==> src/rtl/ser2par_pkg.sv <==
// Shared types and sizing helpers for the serial-to-parallel deframer.
package ser2par_pkg;

  typedef enum logic [1:0] {
    IDLE   = 2'd0,
    SHIFT  = 2'd1,
    PARITY = 2'd2
  } state_t;

  localparam int WIDTH_DEF = 8;

  // Counter must address every data bit; keep at least one bit for tiny widths.
  function automatic int cnt_w_f(input int w);
    return (w <= 2) ? 1 : $clog2(w);
  endfunction

endpackage

==> src/rtl/ser2par_hold.sv <==
// One-entry output holding register: loads a completed word, 0-cycle accept/refill.
// Backpressure: holds while out_valid&!out_ready; a word arriving then is dropped and flagged via ovf.
module ser2par_hold #(
  parameter int WIDTH = 8
) (
  input  logic             clk,
  input  logic             rst_n,
  input  logic             load_vld,
  input  logic [WIDTH-1:0] load_dat,
  input  logic             load_perr,
  output logic             out_valid,
  input  logic             out_ready,
  output logic [WIDTH-1:0] out_data,
  output logic             out_perr,
  output logic             ovf
);

  logic accept;

  // Free slot, or the held word leaves on this same edge.
  assign accept = !out_valid || out_ready;
  assign ovf    = load_vld && !accept;

  always_ff @(posedge clk or negedge rst_n) begin
    if (!rst_n) begin
      out_valid <= 1'b0;
      out_data  <= '0;
      out_perr  <= 1'b0;
    end else if (load_vld && accept) begin
      out_valid <= 1'b1;
      out_data  <= load_dat;
      out_perr  <= load_perr;
    end else if (out_valid && out_ready) begin
      out_valid <= 1'b0;
    end
  end

endmodule

==> src/rtl/ser2par_deframer.sv <==
// Framed LSB-first serial to WIDTH-bit words; out_valid 1 cycle after the last bit, sticky ovf/abort flags.
// Backpressure via one-entry hold register; optional parity bit with SER2PAR_PARITY_EN.
module ser2par_deframer
  import ser2par_pkg::*;
#(
  parameter  int WIDTH = WIDTH_DEF,
  localparam int CNT_W = cnt_w_f(WIDTH)
) (
  input  logic             clk,
  input  logic             rst_n,
  input  logic             in_valid,
  input  logic             in_bit,
  input  logic             in_start,
  output logic             out_valid,
  input  logic             out_ready,
  output logic [WIDTH-1:0] out_data,
  output logic             out_perr,
  output logic             err_ovf,
  output logic             err_abort,
  input  logic             err_clr
);

  localparam logic [CNT_W-1:0] LAST = CNT_W'(WIDTH - 1);

  state_t           state;
  logic [CNT_W-1:0] cnt;
  logic [WIDTH-1:0] sreg;

  logic             word_done;
  logic [WIDTH-1:0] word_dat;
  logic             word_perr;
  logic             abort_evt;
  logic             ovf;

  always_comb begin
    word_done = 1'b0;
    word_dat  = sreg;
    word_perr = 1'b0;
    abort_evt = in_valid && in_start && (state != IDLE);
`ifdef SER2PAR_PARITY_EN
    if (state == PARITY && in_valid && !in_start) begin
      word_done = 1'b1;
      word_perr = (^sreg) ^ in_bit;
    end
`else
    if (state == SHIFT && in_valid && !in_start && cnt == LAST) begin
      word_done           = 1'b1;
      word_dat[WIDTH-1]   = in_bit;
    end
`endif
  end

  always_ff @(posedge clk or negedge rst_n) begin
    if (!rst_n) begin
      state <= IDLE;
      cnt   <= '0;
      sreg  <= '0;
    end else if (in_valid) begin
      if (in_start) begin
        // New frame, or restart mid-frame: drop any partial bits.
        state <= SHIFT;
        cnt   <= CNT_W'(1);
        sreg  <= {{(WIDTH-1){1'b0}}, in_bit};
      end else begin
        case (state)
          SHIFT: begin
            sreg[cnt] <= in_bit;
            if (cnt == LAST) begin
              cnt <= '0;
`ifdef SER2PAR_PARITY_EN
              state <= PARITY;
`else
              state <= IDLE;
`endif
            end else begin
              cnt <= cnt + CNT_W'(1);
            end
          end
`ifdef SER2PAR_PARITY_EN
          PARITY: state <= IDLE;
`endif
          default: state <= IDLE;
        endcase
      end
    end
  end

  ser2par_hold #(.WIDTH(WIDTH)) u_hold (
    .clk       (clk),
    .rst_n     (rst_n),
    .load_vld  (word_done),
    .load_dat  (word_dat),
    .load_perr (word_perr),
    .out_valid (out_valid),
    .out_ready (out_ready),
    .out_data  (out_data),
    .out_perr  (out_perr),
    .ovf       (ovf)
  );

  // Clear wins over a same-cycle set; that event is not remembered.
  always_ff @(posedge clk or negedge rst_n) begin
    if (!rst_n) begin
      err_ovf   <= 1'b0;
      err_abort <= 1'b0;
    end else if (err_clr) begin
      err_ovf   <= 1'b0;
      err_abort <= 1'b0;
    end else begin
      if (ovf)       err_ovf   <= 1'b1;
      if (abort_evt) err_abort <= 1'b1;
    end
  end

endmodule

==> config.mk <==
export PLATFORM = sky130hd
export DESIGN_NAME = ser2par_deframer
export DESIGN_NICKNAME = d
export VERILOG_FILES = /design/src/rtl/ser2par_pkg.sv /design/src/rtl/ser2par_hold.sv /design/src/rtl/ser2par_deframer.sv
export SDC_FILE = /design/constraint.sdc
export NUM_CORES = 1
export LEC_CHECK = 0
export ABC_AREA = 1
export BUFFER_PORTS_ARGS = -buffer_cell sky130_fd_sc_hd__clkbuf_2
export CAP_MARGIN = 20
export CORE_UTILIZATION = 56
export CTS_BUF_LIST = sky130_fd_sc_hd__clkbuf_4 sky130_fd_sc_hd__clkbuf_8
export DETAILED_ROUTE_END_ITERATION = 10
export PLACE_DENSITY = 0.8
export SLEW_MARGIN = 20
export SYNTH_ARGS = -nofsm -noshare
export SYNTH_HDL_FRONTEND = slang
export SYNTH_SLANG_ARGS = --single-unit
export TNS_END_PERCENT = 5
==> constraint.sdc <==
create_clock -name clk -period 1.7 [get_ports clk]
set_clock_uncertainty 0.15 [all_clocks]
set_input_delay 0.255 -clock clk [delete_from_list [all_inputs] [get_ports clk]]
set_output_delay 0.255 -clock clk [all_outputs]
set_load 0.05 [all_outputs]
== Word level (Yosys, flattened, before mapping) ==
Index checks and enable logic that the tools add are counted.

* Add/subtract/negate cells: 1
* $lt $le $gt $ge: 2
* Equal/unequal tests: 3
* Muxes and demuxes: 19
* Reductions and logical operators: 20

{| class="wikitable"
|+ Operators by type and width
! cell !! number
|-
| $mux W8 || 2
|-
| $reduce_bool A2 Y1 || 5
|-
| $logic_and A1 B1 Y1 || 9
|-
| $mux W1 || 9
|-
| $mux W3 || 3
|-
| $bwmux W8 || 1
|-
| $mux W2 || 3
|-
| $lt A3 B4 Y1 const B || 1
|-
| $reduce_and A2 Y1 || 2
|-
| $add A3 B1 Y3 const B || 1
|-
| $demux W1 S3 || 1
|-
| $eq A3 B3 Y1 const B || 1
|-
| $ge A3 B1 Y1 const B || 1
|-
| $logic_not A1 Y1 || 3
|-
| $ne A3 B2 Y1 const B || 1
|-
| $eq A2 B1 Y1 const B || 1
|-
| $logic_or A1 B1 Y1 || 1
|}

* Flip-flop bits (word level): 24
* Input port bits: 7
* Logic and storage cells: 52

== Depth between registers and ports, before layout ==
* Depth after elaboration: 8
* Mapped depth: 7

== By module ==
From an unflattened synthesis, not the netlist that was laid out.

* Cell total of the unflattened synthesis: 132
* Area, all modules: 1136.1 sq um

{| class="wikitable"
|+ Modules (own cells, without submodules)
! module !! instances !! cells each !! area an instance (sq um) !! seq. area each (sq um)
|-
| ser2par_deframer || 1 || 87 || 723.2 || 350.3
|-
| ser2par_hold || 1 || 45 || 412.9 || 250.2
|}

== Worst setup path before layout ==
Ideal clock, no wire load.

* Path type: register to register
* Start point: register u_hold.out_valid
* End point: register u_hold.out_data[0]
* Library setup time: 66 ps
* Arrival time: 1283 ps
* Slack: 201 ps
* Stages on the path, launching flop included: 7
* Buffers on the path: 0
* Cell sequence: dfrtp_1 > inv_1 > nor2_2 > inv_1 > nand3_2 > nand2_1 > nand2_1

* Cells in the longest elaborated chain, start to end: 3

{| class="wikitable"
|+ Ends and longest elaborated chain
! element !! RTL line !! text
|-
| start, declared || ser2par_hold.sv:11 || <nowiki>output logic out_valid,</nowiki>
|-
| start signal, assigned || ser2par_hold.sv:26 || <nowiki>out_valid <= 1'b0;</nowiki>
|-
| start signal, assigned || ser2par_hold.sv:30 || <nowiki>out_valid <= 1'b1;</nowiki>
|-
| start signal, assigned || ser2par_hold.sv:34 || <nowiki>out_valid <= 1'b0;</nowiki>
|-
| $logic_not A1 Y1 || ser2par_hold.sv:21 || <nowiki>assign accept = !out_valid || out_ready;</nowiki>
|-
| $logic_or A1 B1 Y1 || ser2par_hold.sv:21 ||
|-
| $logic_and A1 B1 Y1 || ser2par_hold.sv:29 || <nowiki>end else if (load_vld && accept) begin</nowiki>
|-
| end signal, assigned || ser2par_hold.sv:31 || <nowiki>out_data <= load_dat;</nowiki>
|-
| end, declared || ser2par_hold.sv:13 || <nowiki>output logic [WIDTH-1:0] out_data,</nowiki>
|}

Every way passes these cells.
A chain may end at the register's enable or synchronous reset.

== Worst setup path after layout ==
* Start point: register cnt[1]
* End point: register u_hold.out_data[3]

* Cells in the longest elaborated chain, start to end: 4

{| class="wikitable"
|+ Ends and longest elaborated chain
! element !! RTL line !! text
|-
| start, declared || ser2par_deframer.sv:26 || <nowiki>logic [CNT_W-1:0] cnt;</nowiki>
|-
| start signal, assigned || ser2par_deframer.sv:76 || <nowiki>cnt <= cnt + CNT_W'(1);</nowiki>
|-
| $eq A3 B3 Y1 || ser2par_deframer.sv:46 || <nowiki>if (state == SHIFT && in_valid && !in_start && cnt == LAST) begin</nowiki>
|-
| $logic_and A1 B1 Y1 || ser2par_deframer.sv:46 ||
|-
| $mux W1 || ser2par_deframer.sv:46 ||
|-
| $logic_and A1 B1 Y1 || ser2par_hold.sv:29 ||
|}

Every way passes these cells.

==> flow_summary.json <==
{
  "grt_pass1_vias": 823,
  "fmax_mhz": 657,
  "synth.avg_cell_area_sq_um": 8.35,
  "fillCellCount": 142,
  "hpwlAfterDp_um": 1450,
  "area_delta_synth_final_pct": 15.2,
  "outcome": "complete, no violations",
  "wire_length_of_the_first_global_routing_pass_um": 3280,
  "tightest_pin_transition_ns": 0.528,
  "drtAntennaViolNets": 0,
  "clock_network_latency_to_the_later_pin_of_the_worst_skew_pair_ns": 0.30,
  "fin_ws_ns": 0.177,
  "cap_violations": 0,
  "met3_usage": 0.0397,
  "postRouteWirelength_um": 1970,
  "finalSetupTns_ns": 0,
  "inst_count_dp": 170,
  "grt_start_max_net_pins": 23,
  "timing.final.setup_violations": 0,
  "fp.coreArea_sq_um": 1760,
  "power.ir.vdd_worst_mv": 0.639,
  "dp_slack_ns": 0.187,
  "drc": 0,
  "floorplan.die.width_um": 45.9,
  "clkSlewWorstSetupHoldPaths_ns": 0.12,
  "floorplan.initialDensity": 0.611,
  "synth_area_sq_um": 1080,
  "path_max_fanout": 8,
  "vias_cell": 5.02,
  "via_count": 883,
  "final_design_area_no_fill_sq_um": 1240,
  "std_cell_rows": 15,
  "final_max_slew_viol_count": 0,
  "place_congestion": 0.866,
  "detailedRoute.firstPassIterationCount": 4,
  "clock_sinks": 22,
  "timing.critical_path.from_type": "register",
  "critical_path_arrival_ns": 1.58,
  "worstPathRequired_ns": 1.75,
  "gr-usage-met1": 0.273,
  "synthesis.instances": 129,
  "postSynthNetCount": 138,
  "worst_slew_margin_relative_to_its_limit": 0.648,
  "antenna_found_initial": 0,
  "wl_per_cell_um": 11.2,
  "hold_viol_final": 0,
  "dieArea_sq_um": 2100,
  "post-cts-setup-buffer-count": 0,
  "layout.cells.non_filler": 176,
  "placed_cell_area_sq_um": 1180,
  "grt_overflow": 0,
  "diodes": 0,
  "power.static_leakage_nw": 0.684,
  "io_buffers": 17,
  "dr.first_iter.drc_count": 27,
  "tritoncts_clock_tree": "built",
  "cts-htree-levels": 1,
  "fin_crit_ns": 1.52,
  "ioPinCount": 19,
  "ys_ff_latch": 22,
  "synth-warning-count": 0,
  "cts_max_path_buffers": 2,
  "fp.dieH_um": 45.9,
  "holdCritPathClass": "in -> reg",
  "gr-usage-met2": 0.372,
  "synth_cell_type_count": 21,
  "grt_setup_unrepaired": "false",
  "grt_busiest_layer": "met2",
  "power_per_cell_area_nw_per_um2": 898,
  "tritoncts.num_buffers": 3,
  "ctsRootBufferMaster": "sky130_fd_sc_hd__clkbuf_4",
  "final_layout_size_suffix_gt1_frac": 0.199,
  "critPathCaptureType": "register",
  "fin_crit_sh": 0.896,
  "grt.total_usage": 0.220,
  "worst-setup-path-type": "reg -> reg",
  "final_net_count": 161,
  "register_area_share_after_synthesis": 0.511
}
worst max-delay path, cell delays in order, from the launching register on:
cell                      delay, ns
sky130_fd_sc_hd__dfrtp_1       0.41
sky130_fd_sc_hd__ha_1          0.17
sky130_fd_sc_hd__ha_1          0.31
sky130_fd_sc_hd__nand3_2       0.21
sky130_fd_sc_hd__nand2_1       0.12
sky130_fd_sc_hd__nand2_1       0.06
worst paths after layout:
path | endpoint | cells past startpoint | from | slack [ns]
max | u_hold.out_data[3] | 5 | cnt[1] | 0.18
min | u_hold.out_data[7] | 3 | in_bit | 0.01
max reg2reg | u_hold.out_data[3] | 5 | cnt[1] | 0.18
min reg2reg | u_hold.out_data[2] | 2 | u_hold.out_data[2] | 0.34
max in group asynchronous | sreg[5] | 2 | rst_n | 0.74
min in group asynchronous | cnt[0] | 2 | rst_n | 0.31
routing by layer:
metal  wire length, um  up-vias
li1                  -      453
met1               910      413
met2               980       12
met3                45        5
met4                33        0
met5                 0        -
cell usage in the layout (no fill, tap or decap):
cell type | netlist | final
sky130_fd_sc_hd__o21ai_1 | 2 | 2
sky130_fd_sc_hd__nand3_1 | 9 | 9
sky130_fd_sc_hd__clkbuf_2 | 0 | 17
sky130_fd_sc_hd__a21oi_1 | 3 | 3
sky130_fd_sc_hd__conb_1 | 1 | 1
sky130_fd_sc_hd__nor2_8 | 2 | 2
sky130_fd_sc_hd__ha_1 | 2 | 2
sky130_fd_sc_hd__nand2_4 | 2 | 2
sky130_fd_sc_hd__dlygate4sd3_1 | 0 | 2
sky130_fd_sc_hd__nand2_1 | 49 | 49
sky130_fd_sc_hd__buf_4 | 1 | 2
sky130_fd_sc_hd__o21ai_0 | 3 | 3
sky130_fd_sc_hd__clkbuf_4 | 0 | 3
sky130_fd_sc_hd__o211ai_1 | 1 | 1
sky130_fd_sc_hd__nand2_2 | 1 | 1
sky130_fd_sc_hd__nand4_1 | 3 | 3
sky130_fd_sc_hd__inv_1 | 12 | 12
sky130_fd_sc_hd__nor2_2 | 1 | 1
sky130_fd_sc_hd__nand3b_1 | 1 | 1
sky130_fd_sc_hd__dfrtp_1 | 22 | 22
sky130_fd_sc_hd__clkbuf_8 | 0 | 1
sky130_fd_sc_hd__nor2_1 | 11 | 11
sky130_fd_sc_hd__nand3_2 | 1 | 1
state kept, by name (all words and copies together), names as in the netlist:
name,flops
cnt,3
err_abort,1
err_ovf,1
sreg,7
state,1
u_hold.out_data,8
u_hold.out_valid,1
Yosys cell counts:
cell,number,area (sq um)
sky130_fd_sc_hd__buf_6,1,11.3
sky130_fd_sc_hd__dfrtp_1,22,551
sky130_fd_sc_hd__nor2_8,2,40.0
sky130_fd_sc_hd__inv_1,12,45.0
sky130_fd_sc_hd__o211ai_1,1,7.51
sky130_fd_sc_hd__nand2_2,1,6.26
sky130_fd_sc_hd__buf_4,1,7.51
sky130_fd_sc_hd__o21ai_0,3,15.0
sky130_fd_sc_hd__nand3_1,9,45.0
sky130_fd_sc_hd__conb_1,1,3.75
sky130_fd_sc_hd__ha_1,2,25.0
sky130_fd_sc_hd__nand2_1,49,184
sky130_fd_sc_hd__nand3_2,1,10.0
sky130_fd_sc_hd__nand2_4,2,22.5
sky130_fd_sc_hd__nand4_1,3,18.8
sky130_fd_sc_hd__a21oi_1,3,15.0
sky130_fd_sc_hd__o21ai_1,2,10.0
sky130_fd_sc_hd__buf_2,1,5.00
sky130_fd_sc_hd__nor2_2,1,6.26
sky130_fd_sc_hd__nor2_1,11,41.3
sky130_fd_sc_hd__nand3b_1,1,7.51
area by class of cell:
type | instances | area (sq um) | share of cell area
tap | 25 | 31.3 | 0.0252
timing repair buffer | 21 | 120 | 0.0968
inverter | 12 | 45.0 | 0.0363
clock buffer | 4 | 36.3 | 0.0292
multi-input combinational | 92 | 458 | 0.369
sequential | 22 | 551 | 0.444
power by group:
group / internal, W / total [W] / switching (W)
combinational: 0.0000701 / 0.000237 / 0.000167
clock: 0.000131 / 0.000281 / 0.000151
sequential: 0.000565 / 0.000596 / 0.0000306
total: 0.000766 / 0.00111 / 0.000348
timing repair:
item                      CTS  global route
resized for setup           0             0
hold buffers                2             0
hold endpoints to repair   24             0
metrics by stage:
step / util / total power [W] / hold slack [ns]
after floorplan: - / 0.000773 / -0.191
after global placement: 0.672 / 0.000831 / 0.0994
after detailed placement: 0.672 / 0.000839 / 0.109
after CTS: 0.704 / 0.00112 / 0.00916
after global routing: 0.704 / 0.00118 / 0.0139
final: 0.704 / 0.00111 / 0.0141
cell families (layout without fill, tap and decap cells):
| group | count (synthesis) | count (layout) | share of synthesized area |
|---|---|---|---|
| compound gates | 9 | 9 | 0.0441 |
| other cells | 1 | 1 | 0.00348 |
| buf+inv | 15 | 37 | 0.0639 |
| flops | 22 | 22 | 0.511 |
| fa+ha+maj | 2 | 2 | 0.0232 |
| simple gates | 80 | 80 | 0.354 |
No activity file was read; power rests on OpenSTA's default activity.
